<file path="src/rtl/mtr_prot_pkg.sv">
// Shared types and defaults for the motor over-current protection block.
package mtr_prot_pkg;

    // Per-channel protection state, held in 2 bits
    typedef enum logic [1:0] {
        IDLE  = 2'd0,
        MON   = 2'd1,
        FAULT = 2'd2
    } ch_state_t;

    localparam int unsigned DEF_NUM_CH        = 2;
    localparam int unsigned DEF_CYC_W         = 11;
    localparam int unsigned DEF_BLANK_CYC     = 128;
    localparam int unsigned DEF_WIN_CYC       = 128;
    localparam int unsigned DEF_FAULT_THRESH  = 40;
    localparam int unsigned DEF_LATCH_MODE    = 1;
    localparam int unsigned DEF_RETRY_PERIODS = 1024;

    localparam int unsigned PRD_CNT_W = 8;

    // Saturating increment for the consecutive-fault period counter
    function automatic logic [PRD_CNT_W-1:0] prd_sat_inc(input logic [PRD_CNT_W-1:0] v);
        return (v == '1) ? v : v + PRD_CNT_W'(1);
    endfunction

endpackage

</file>
<file path="src/rtl/ovr_i_ch.sv">
// One over-current channel: input synchroniser, window hit flag,
// consecutive faulted-period counter, retry counter and protection FSM.
module ovr_i_ch
    import mtr_prot_pkg::*;
#(
    parameter int unsigned FAULT_THRESH  = DEF_FAULT_THRESH,
    parameter int unsigned LATCH_MODE    = DEF_LATCH_MODE,
    parameter int unsigned RETRY_PERIODS = DEF_RETRY_PERIODS
) (
    input  logic clk,
    input  logic rst_n,
    input  logic pwm_sync,
    input  logic win_vld,
    input  logic clr_fault,
    input  logic ovr_i,
    output logic fault
);

    localparam int unsigned RETRY_W = $clog2(RETRY_PERIODS + 1);

    localparam logic [1:0] ST_IDLE  = IDLE;
    localparam logic [1:0] ST_MON   = MON;
    localparam logic [1:0] ST_FAULT = FAULT;

    logic                 ovr_meta;
    logic                 ovr_sync;
    logic [1:0]           state;
    logic [1:0]           state_nxt;
    logic                 hit;
    logic                 hit_nxt;
    logic [PRD_CNT_W-1:0] prd_cnt;
    logic [PRD_CNT_W-1:0] prd_nxt;
    logic [RETRY_W-1:0]   retry_cnt;
    logic [RETRY_W-1:0]   retry_nxt;
    logic [RETRY_W-1:0]   retry_inc_c;
    logic                 fault_nxt;

    // Two-flop synchroniser for the asynchronous bridge flag
    always_ff @(posedge clk) begin
        if (!rst_n) begin
            ovr_meta <= 1'b0;
            ovr_sync <= 1'b0;
        end else begin
            ovr_meta <= ovr_i;
            ovr_sync <= ovr_meta;
        end
    end

    // Protection state and counters
    always_ff @(posedge clk) begin
        if (!rst_n) begin
            state     <= ST_IDLE;
            hit       <= 1'b0;
            prd_cnt   <= '0;
            retry_cnt <= '0;
            fault     <= 1'b0;
        end else begin
            state     <= state_nxt;
            hit       <= hit_nxt;
            prd_cnt   <= prd_nxt;
            retry_cnt <= retry_nxt;
            fault     <= fault_nxt;
        end
    end

    // Next-state logic; clr_fault overrides everything, including a trip in the same cycle
    always_comb begin
        state_nxt   = state;
        hit_nxt     = hit;
        prd_nxt     = prd_cnt;
        retry_nxt   = retry_cnt;
        fault_nxt   = fault;
        retry_inc_c = retry_cnt + RETRY_W'(1);

        if (clr_fault) begin
            state_nxt = ST_MON;
            hit_nxt   = 1'b0;
            prd_nxt   = '0;
            retry_nxt = '0;
            fault_nxt = 1'b0;
        end else begin
            case (state)
                ST_IDLE: begin
                    if (pwm_sync) begin
                        state_nxt = ST_MON;
                        hit_nxt   = 1'b0;
                        prd_nxt   = '0;
                    end
                end
                ST_MON: begin
                    if (pwm_sync) begin
                        hit_nxt = 1'b0;
                        if (hit) begin
                            prd_nxt = prd_sat_inc(prd_cnt);
                            if (prd_nxt >= PRD_CNT_W'(FAULT_THRESH)) begin
                                state_nxt = ST_FAULT;
                                retry_nxt = '0;
                                fault_nxt = 1'b1;
                            end
                        end else begin
                            prd_nxt = '0;
                        end
                    end else if (win_vld && ovr_sync) begin
                        hit_nxt = 1'b1;
                    end
                end
                ST_FAULT: begin
                    hit_nxt   = 1'b0;
                    fault_nxt = 1'b1;
                    if ((LATCH_MODE == 0) && pwm_sync) begin
                        if (retry_inc_c >= RETRY_W'(RETRY_PERIODS)) begin
                            state_nxt = ST_MON;
                            prd_nxt   = '0;
                            retry_nxt = '0;
                            fault_nxt = 1'b0;
                        end else begin
                            retry_nxt = retry_inc_c;
                        end
                    end
                end
                default: begin
                    state_nxt = ST_IDLE;
                    hit_nxt   = 1'b0;
                    prd_nxt   = '0;
                    retry_nxt = '0;
                    fault_nxt = 1'b0;
                end
            endcase
        end
    end

endmodule

</file>
<file path="src/rtl/mtr_ovr_i_prot.sv">
// Over-current protection for NUM_CH motor bridges: shared in-period cycle
// counter and sample-window decode, per-channel monitors, registered shutdown.
module mtr_ovr_i_prot
    import mtr_prot_pkg::*;
#(
    parameter int unsigned NUM_CH        = DEF_NUM_CH,
    parameter int unsigned CYC_W         = DEF_CYC_W,
    parameter int unsigned BLANK_CYC     = DEF_BLANK_CYC,
    parameter int unsigned WIN_CYC       = DEF_WIN_CYC,
    parameter int unsigned FAULT_THRESH  = DEF_FAULT_THRESH,
    parameter int unsigned LATCH_MODE    = DEF_LATCH_MODE,
    parameter int unsigned RETRY_PERIODS = DEF_RETRY_PERIODS
) (
    input  logic              clk,
    input  logic              rst_n,
    input  logic              PWM_sync,
    input  logic [NUM_CH-1:0] OVR_I,
    input  logic              clr_fault,
    output logic [NUM_CH-1:0] fault_ch,
    output logic              OVR_I_shtdwn
);

    // One extra bit so BLANK_CYC+WIN_CYC is representable
    localparam int unsigned CMP_W = CYC_W + 1;
    localparam logic [CMP_W-1:0] WIN_LO = CMP_W'(BLANK_CYC);
    localparam logic [CMP_W-1:0] WIN_HI = CMP_W'(BLANK_CYC + WIN_CYC);

    if ((64'(BLANK_CYC) + 64'(WIN_CYC)) > (64'(1) << CYC_W)) begin : g_bad_window
        $error("mtr_ovr_i_prot: BLANK_CYC+WIN_CYC exceeds the cycle counter range");
    end
    if ((FAULT_THRESH < 1) || (FAULT_THRESH > 255)) begin : g_bad_thresh
        $error("mtr_ovr_i_prot: FAULT_THRESH must be in 1..255");
    end

    logic [CYC_W-1:0] cyc_cnt;
    logic             win_vld_c;

    // In-period cycle counter: restarts after PWM_sync, saturates instead of wrapping
    always_ff @(posedge clk) begin
        if (!rst_n) begin
            cyc_cnt <= '0;
        end else if (PWM_sync) begin
            cyc_cnt <= '0;
        end else if (cyc_cnt != '1) begin
            cyc_cnt <= cyc_cnt + CYC_W'(1);
        end
    end

    // Sample window after switching blanking; the PWM_sync cycle itself never samples
    assign win_vld_c = !PWM_sync
                     && ({1'b0, cyc_cnt} >= WIN_LO)
                     && ({1'b0, cyc_cnt} <  WIN_HI);

    // Independent per-channel monitors
    for (genvar ch = 0; ch < NUM_CH; ch++) begin : g_ch
        ovr_i_ch #(
            .FAULT_THRESH  (FAULT_THRESH),
            .LATCH_MODE    (LATCH_MODE),
            .RETRY_PERIODS (RETRY_PERIODS)
        ) u_ch (
            .clk       (clk),
            .rst_n     (rst_n),
            .pwm_sync  (PWM_sync),
            .win_vld   (win_vld_c),
            .clr_fault (clr_fault),
            .ovr_i     (OVR_I[ch]),
            .fault     (fault_ch[ch])
        );
    end

    // Registered bridge shutdown, one clk behind fault_ch
    always_ff @(posedge clk) begin
        if (!rst_n) begin
            OVR_I_shtdwn <= 1'b0;
        end else begin
            OVR_I_shtdwn <= |fault_ch;
        end
    end

endmodule

</file>
<file path="config.mk">
export PLATFORM = sky130hd
export DESIGN_NAME = mtr_ovr_i_prot
export DESIGN_NICKNAME = d
export VERILOG_FILES = /design/src/rtl/mtr_prot_pkg.sv /design/src/rtl/ovr_i_ch.sv /design/src/rtl/mtr_ovr_i_prot.sv
export SDC_FILE = /design/constraint.sdc
export NUM_CORES = 1
export LEC_CHECK = 0
export CAP_MARGIN = 5
export CORE_UTILIZATION = 40
export CTS_CLUSTER_DIAMETER = 80
export DETAILED_ROUTE_END_ITERATION = 10
export DONT_BUFFER_PORTS = 1
export GPL_TIMING_DRIVEN = 0
export SLEW_MARGIN = 15
export SYNTH_ARGS = -nofsm -noshare
export SYNTH_HDL_FRONTEND = slang
export SYNTH_SLANG_ARGS = --single-unit
</file>
<file path="constraint.sdc">
create_clock -name clk -period 2.45 [get_ports clk]
set_clock_uncertainty 0.05 [all_clocks]
set_input_delay 0.245 -clock clk [delete_from_list [all_inputs] [get_ports clk]]
set_output_delay 0.245 -clock clk [all_outputs]
set_load 0.01 [all_outputs]
</file>
==> results of run 1 <==
how the worst min path moves through the flow:
stage	endpoint	slack [ns]	start
CTS	g_ch[1].u_ch.ovr_sync	0.006	rst_n
floorplan	g_ch[1].u_ch.state[0]	0.31	clr_fault
global placement	g_ch[0].u_ch.ovr_sync	0.32	rst_n
finish	g_ch[0].u_ch.ovr_meta	0.02	rst_n
detailed placement	g_ch[1].u_ch.ovr_sync	0.32	rst_n
global route	g_ch[1].u_ch.ovr_meta	0.01	rst_n
cell families (layout without fill, tap and decap cells):
kind of cell | count (synthesis) | after routing | share of synthesized area (%)
AO/OA/AOI/OAI | 75 | 75 | 22.4
XOR/XNOR | 9 | 9 | 3.42
adder cells (fa/ha/maj) | 10 | 10 | 5.43
buffers and inverters | 26 | 34 | 5.71
flip-flops | 40 | 40 | 34.8
multiplexers | 9 | 9 | 4.02
AND/OR/NAND/NOR | 105 | 105 | 24.2
metal layers:
layer	up-vias	global-route usage, %	part of all wire, %
met5	-	0	0
met4	0	6.60	1.0
met3	4	3.76	2.8
met2	23	27.2	47
met1	898	22.0	50
li1	1003	-	-
area by class of cell:
class	count	area [um2]
plain buffers	15	90.1
clock buffers	6	72.6
clock inverters	2	35.0
fillers	549	3040
inverters	11	41.3
multi-input cells	208	1370
flip-flops and latches	40	801
well taps	72	90.1
power breakdown:
group | internal, mW | total (mW) | switching [mW]
clock | 0.302 | 0.532 | 0.230
sequential | 0.663 | 0.676 | 0.0133
combinational | 0.0631 | 0.151 | 0.0881
sequential cells by signal, summed over array words and instances, names as in the netlist:
register	flops
OVR_I_shtdwn	1
cyc_cnt	11
g_ch.u_ch.fault	2
g_ch.u_ch.hit	2
g_ch.u_ch.ovr_meta	2
g_ch.u_ch.ovr_sync	2
g_ch.u_ch.prd_cnt	16
g_ch.u_ch.state	4
cell usage in the layout, fill, tap and decap left out, drive strengths merged, types with 2 or more instances in the layout:
master / Yosys / routed
a211oi: 5 / 5
a21oi: 20 / 20
a22oi: 2 / 2
a31oi: 14 / 14
a41oi: 3 / 3
and2: 6 / 6
and3: 4 / 4
and4: 5 / 5
buf: 10 / 10
clkbuf: 4 / 10
dfxtp: 40 / 40
ha: 10 / 10
inv: 11 / 11
mux2: 2 / 2
mux2i: 7 / 7
nand2: 25 / 25
nand2b: 3 / 3
nand3: 8 / 8
nand4: 5 / 5
nor2: 30 / 30
nor2b: 3 / 3
nor3: 6 / 6
nor3b: 2 / 2
nor4: 4 / 4
o211ai: 3 / 3
o21a: 4 / 4
o21ai: 13 / 13
o31ai: 2 / 2
xnor2: 2 / 2
xor2: 7 / 7
per-stage QoR:
step	hold WS, ns	utilization [%]
finish	0.0211	45.1
global route	0.0107	45.1
CTS	0.00613	45.1
detailed placement	0.321	43.2
global placement	0.320	43.2
floorplan	0.314	-
worst reg2reg max path, stage by stage (launching register included):
cell and delay (ns):
dfxtp_1 0.42, inv_1 0.09, ha_1 0.18, clkdlybuf4s50_2 0.56, and2_2 0.26, o21ai_0 0.40, nor2_1 0.10
==> impl_metrics.env, run 1 <==
export IMPL_fp_dieW_um=77.9
export IMPL_postCtsSetupBuffers=0
export IMPL_synth_top_cell_by_area="dfxtp_1"
export IMPL_drt_iter0_drc=112
export IMPL_ant_nets=0
export IMPL_routabilityCongestion=0.831
export IMPL_pre_cts_slack_ns=0.291
export IMPL_regToRegStartpoint="g_ch[1].u_ch.state[1]"
export IMPL_grt_pass1_wl_um=8160
export IMPL_max_freq_mhz=462
export IMPL_r2r_cells=6
export IMPL_r2r_end="g_ch[1].u_ch.prd_cnt[2]"
export IMPL_cap_violations=0
export IMPL_rows=27
export IMPL_maxSlewViolCount=0
export IMPL_worst_pin_slew_ns=0.510
export IMPL_antenna_cells=0
export IMPL_grt_usage_pct=17.0
export IMPL_grt_overflow=0
export IMPL_synth_main_ff_cell="dfxtp_1"
export IMPL_crit_cells=6
export IMPL_dr_pass1_iters=4
export IMPL_finalCritPeriodShare_pct=88.3
export IMPL_worst_path_max_delay_cell="clkdlybuf4s50_2"
export IMPL_drc=0
export IMPL_vias=1928
export IMPL_io_pins=9
export IMPL_placed_cell_area_um2=2390
export IMPL_wl_per_cell_um=13.2
export IMPL_dp_hpwl_um=3390
export IMPL_dieArea_um2=6060
export IMPL_pwr_density_cell_nw_per_um2=544
export IMPL_hold_path_class="in2reg"
export IMPL_status="finished clean"
export IMPL_peakVddDrop_uv=435
export IMPL_cts_root_buf="clkbuf_8"
export IMPL_grt_start_max_net_pins=13
export IMPL_core_area_um2=5540
export IMPL_viasPerCell=5.45
export IMPL_path_cells="inv_1 -> ha_1 -> clkdlybuf4s50_2 -> and2_2 -> o21ai_0 -> nor2_1"
export IMPL_fin_area_um2=2500
export IMPL_tritoncts="yes"
export IMPL_synthTopCellsByArea="dfxtp_1, ha_1, nor2_1"
export IMPL_grt_pass1_vias=1812
export IMPL_cts_buffers=5
export IMPL_critPathTopFamily="buffers and inverters"
export IMPL_async_flop_share_pct=0
export IMPL_critPathMaxStageDelay_ns=0.56
export IMPL_finalHoldViolCount=0
export IMPL_r2r_slack_ns=0.29
export IMPL_arrival_ns=2.27
export IMPL_ys_types=57
export IMPL_wirelength_um=4660
export IMPL_final_nets=297
export IMPL_total_power_mw=1.36
export IMPL_syn_area_per_cell_um2=8.40
export IMPL_io_buffers=0
export IMPL_htree_levels=2
export IMPL_setup_slack_ns=0.288
export IMPL_synth_common_cells="dfxtp_1, nor2_1, nand2_1"
export IMPL_synth_edf_count=0
export IMPL_syn_area_um2=2300
export IMPL_tns_ns=0
export IMPL_place_inst=346
export IMPL_synthesis_instances=274
export IMPL_synth_top_area_share_pct=34.8
export IMPL_p_leak_nw=0.879
export IMPL_path_clk_slew_ns=0.08
export IMPL_ys_seq_area_share_pct=34.8
export IMPL_antenna_found_initial=0
export IMPL_worstSkewPairLatency_ns=0.29
export IMPL_area_delta_synth_final_pct=8.59
export IMPL_period_needed_ns=2.16
export IMPL_rsz0062_at_grt="false"
export IMPL_cts_max_path_buffers=2
export IMPL_start_util_pct=41.6
export IMPL_path_class="reg2reg"
export IMPL_worstSetupStartpoint="g_ch[1].u_ch.state[1]"
export IMPL_setup_viol=0
export IMPL_worstPathRequired_ns=2.56
export IMPL_yosysMostFrequentCell="dfxtp_1"
export IMPL_fin_cells=354
export IMPL_die_h_um=77.9
export IMPL_yosysWarnings=0
export IMPL_start_kind="register"
export IMPL_critPathCapture="g_ch[1].u_ch.prd_cnt[2]"
export IMPL_clkSinkCount=40
export IMPL_slew_limit_headroom_pct=65.1
export IMPL_postCtsResizedCells=0
export IMPL_min_delay_path_depth=1
export IMPL_crit_path_end_kind="register"
export IMPL_cp_num_buf_inv=2
export IMPL_synth_seq_cells=40
export IMPL_syn_nets=290
export IMPL_ctsHoldBuffers=0
export IMPL_path_max_fanout=8
export IMPL_drive_gt1_share_pct=10.6
No activity file was read; power rests on OpenSTA's default activity.
==> inputs of run 2 (changes only) <==
Settings changed: CTS_BUF_LIST set to sky130_fd_sc_hd__clkbuf_4.
==> impl_metrics.env, run 2 (same netlist as run 1, synthesis figures left out) <==
export IMPL_pre_cts_slack_ns=0.291
export IMPL_rows=27
export IMPL_grt_pass1_wl_um=8250
export IMPL_regMostFlops="g_ch.u_ch.prd_cnt"
export IMPL_path_class="reg2reg"
export IMPL_clkSinkCount=40
export IMPL_finalCritPeriodShare_pct=89.0
export IMPL_utilization_pct=45.3
export IMPL_drc=0
export IMPL_worst_path_max_delay_cell="clkdlybuf4s50_2"
export IMPL_grt_start_max_net_pins=13
export IMPL_finalHoldViolCount=0
export IMPL_setup_slack_ns=0.269
export IMPL_die_h_um=77.9
export IMPL_layout_commonest_cell="dfxtp_1"
export IMPL_worstPathRequired_ns=2.62
export IMPL_worstSkewPairLatency_ns=0.35
export IMPL_whs_ns=0.0385
export IMPL_setup_viol=0
export IMPL_path_clk_slew_ns=0.12
export IMPL_start_util_pct=41.6
export IMPL_antenna_found_initial=0
export IMPL_tns_ns=0
export IMPL_routabilityCongestion=0.831
export IMPL_slew_limit_headroom_pct=65.5
export IMPL_pwr_density_cell_nw_per_um2=509
export IMPL_crit_cells=6
export IMPL_crit_path_end_kind="register"
export IMPL_grt_overflow=0
export IMPL_io_buffers=0
export IMPL_area_delta_synth_final_pct=9.13
export IMPL_cts_root_buf="clkbuf_4"
export IMPL_worst_pin_slew_ns=0.504
export IMPL_grt_pass1_vias=1837
export IMPL_drive_gt1_share_pct=10.8
export IMPL_hold_path_class="in2reg"
export IMPL_placed_cell_area_um2=2390
export IMPL_grt_usage_pct=17.1
export IMPL_dieArea_um2=6060
export IMPL_critPathTopFamily="buffers and inverters"
export IMPL_viasPerCell=5.50
export IMPL_io_pins=9
export IMPL_p_leak_nw=0.886
export IMPL_tritoncts="yes"
export IMPL_fin_area_um2=2510
export IMPL_drt_iter0_drc=90
export IMPL_dp_hpwl_um=3390
export IMPL_path_cells="inv_1 -> ha_1 -> clkdlybuf4s50_2 -> and2_2 -> o21ai_0 -> nor2_1"
export IMPL_maxSlewViolCount=0
export IMPL_cap_violations=0
export IMPL_wirelength_um=4710
export IMPL_dr_pass1_iters=5
export IMPL_critPathMaxStageDelay_ns=0.56
export IMPL_antenna_cells=0
export IMPL_postCtsResizedCells=0
export IMPL_r2r_cells=6
export IMPL_peakVddDrop_uv=409
export IMPL_largestRegisters="g_ch.u_ch.prd_cnt (16), cyc_cnt (11), g_ch.u_ch.state (4)"
export IMPL_fin_cells=358
export IMPL_total_power_mw=1.28
export IMPL_core_area_um2=5540
export IMPL_arrival_ns=2.35
export IMPL_cts_max_path_buffers=2
export IMPL_place_inst=346
export IMPL_period_needed_ns=2.18
export IMPL_status="finished clean"
export IMPL_mostFrequentLayoutCells="dfxtp_1, nor2_1, nand2_1, a21oi_1, a31oi_1"
export IMPL_largest_register_ffs=16
export IMPL_htree_levels=2
export IMPL_wl_per_cell_um=13.2
export IMPL_min_delay_path_depth=2
export IMPL_fp_dieW_um=77.9
export IMPL_final_nets=301
export IMPL_start_kind="register"
export IMPL_ant_nets=0
export IMPL_path_max_fanout=8
export IMPL_max_freq_mhz=459
export IMPL_rsz0062_at_grt="false"
export IMPL_vias=1968
export IMPL_cts_buffers=5
export IMPL_cp_num_buf_inv=2
run 2: final cells by class:
type,instances,area (um2)
sequential,40,801
clock inverter,2,35.0
clock buffer,6,45.0
inverter,11,41.3
tap,72,90.1
buffer,15,90.1
timing repair buffer,4,40.0
multi-input combinational,208,1370
fill,549,3030
run 2: worst paths after layout:
check                        start                       to  slack [ns]
min                          rst_n    g_ch[1].u_ch.state[0]        0.04
max reg2reg  g_ch[1].u_ch.state[1]  g_ch[1].u_ch.prd_cnt[2]        0.27
min reg2reg  g_ch[0].u_ch.ovr_meta    g_ch[0].u_ch.ovr_sync        0.40
max          g_ch[1].u_ch.state[1]  g_ch[1].u_ch.prd_cnt[2]        0.27
run 2: worst reg2reg max path, stage by stage (launching register included):
cell and delay (ns):
dfxtp_1 0.44, inv_1 0.09, ha_1 0.18, clkdlybuf4s50_2 0.56
and2_2 0.26, o21ai_0 0.39, nor2_1 0.10
run 2: metal layers:
layer  vias to the layer above  global-route usage (%)  part of all wire (%)
met5                         -                       0                     0
met4                         0                    6.42                   1.1
met1                       921                    22.5                    50
met3                         4                    3.18                   3.2
li1                       1013                       -                     -
met2                        30                    27.6                    46
run 2: timing repair:
action | in CTS | in global routing
endpoints found under the hold margin | 5 | 0
setup buffers | 0 | 0
hold buffers | 4 | 0
run 2: where the power goes:
part / internal, mW / switching [mW] / total, mW
clock: 0.225 / 0.220 / 0.445
combinational: 0.0674 / 0.0904 / 0.158
sequential: 0.664 / 0.0131 / 0.677
total: 0.956 / 0.324 / 1.28
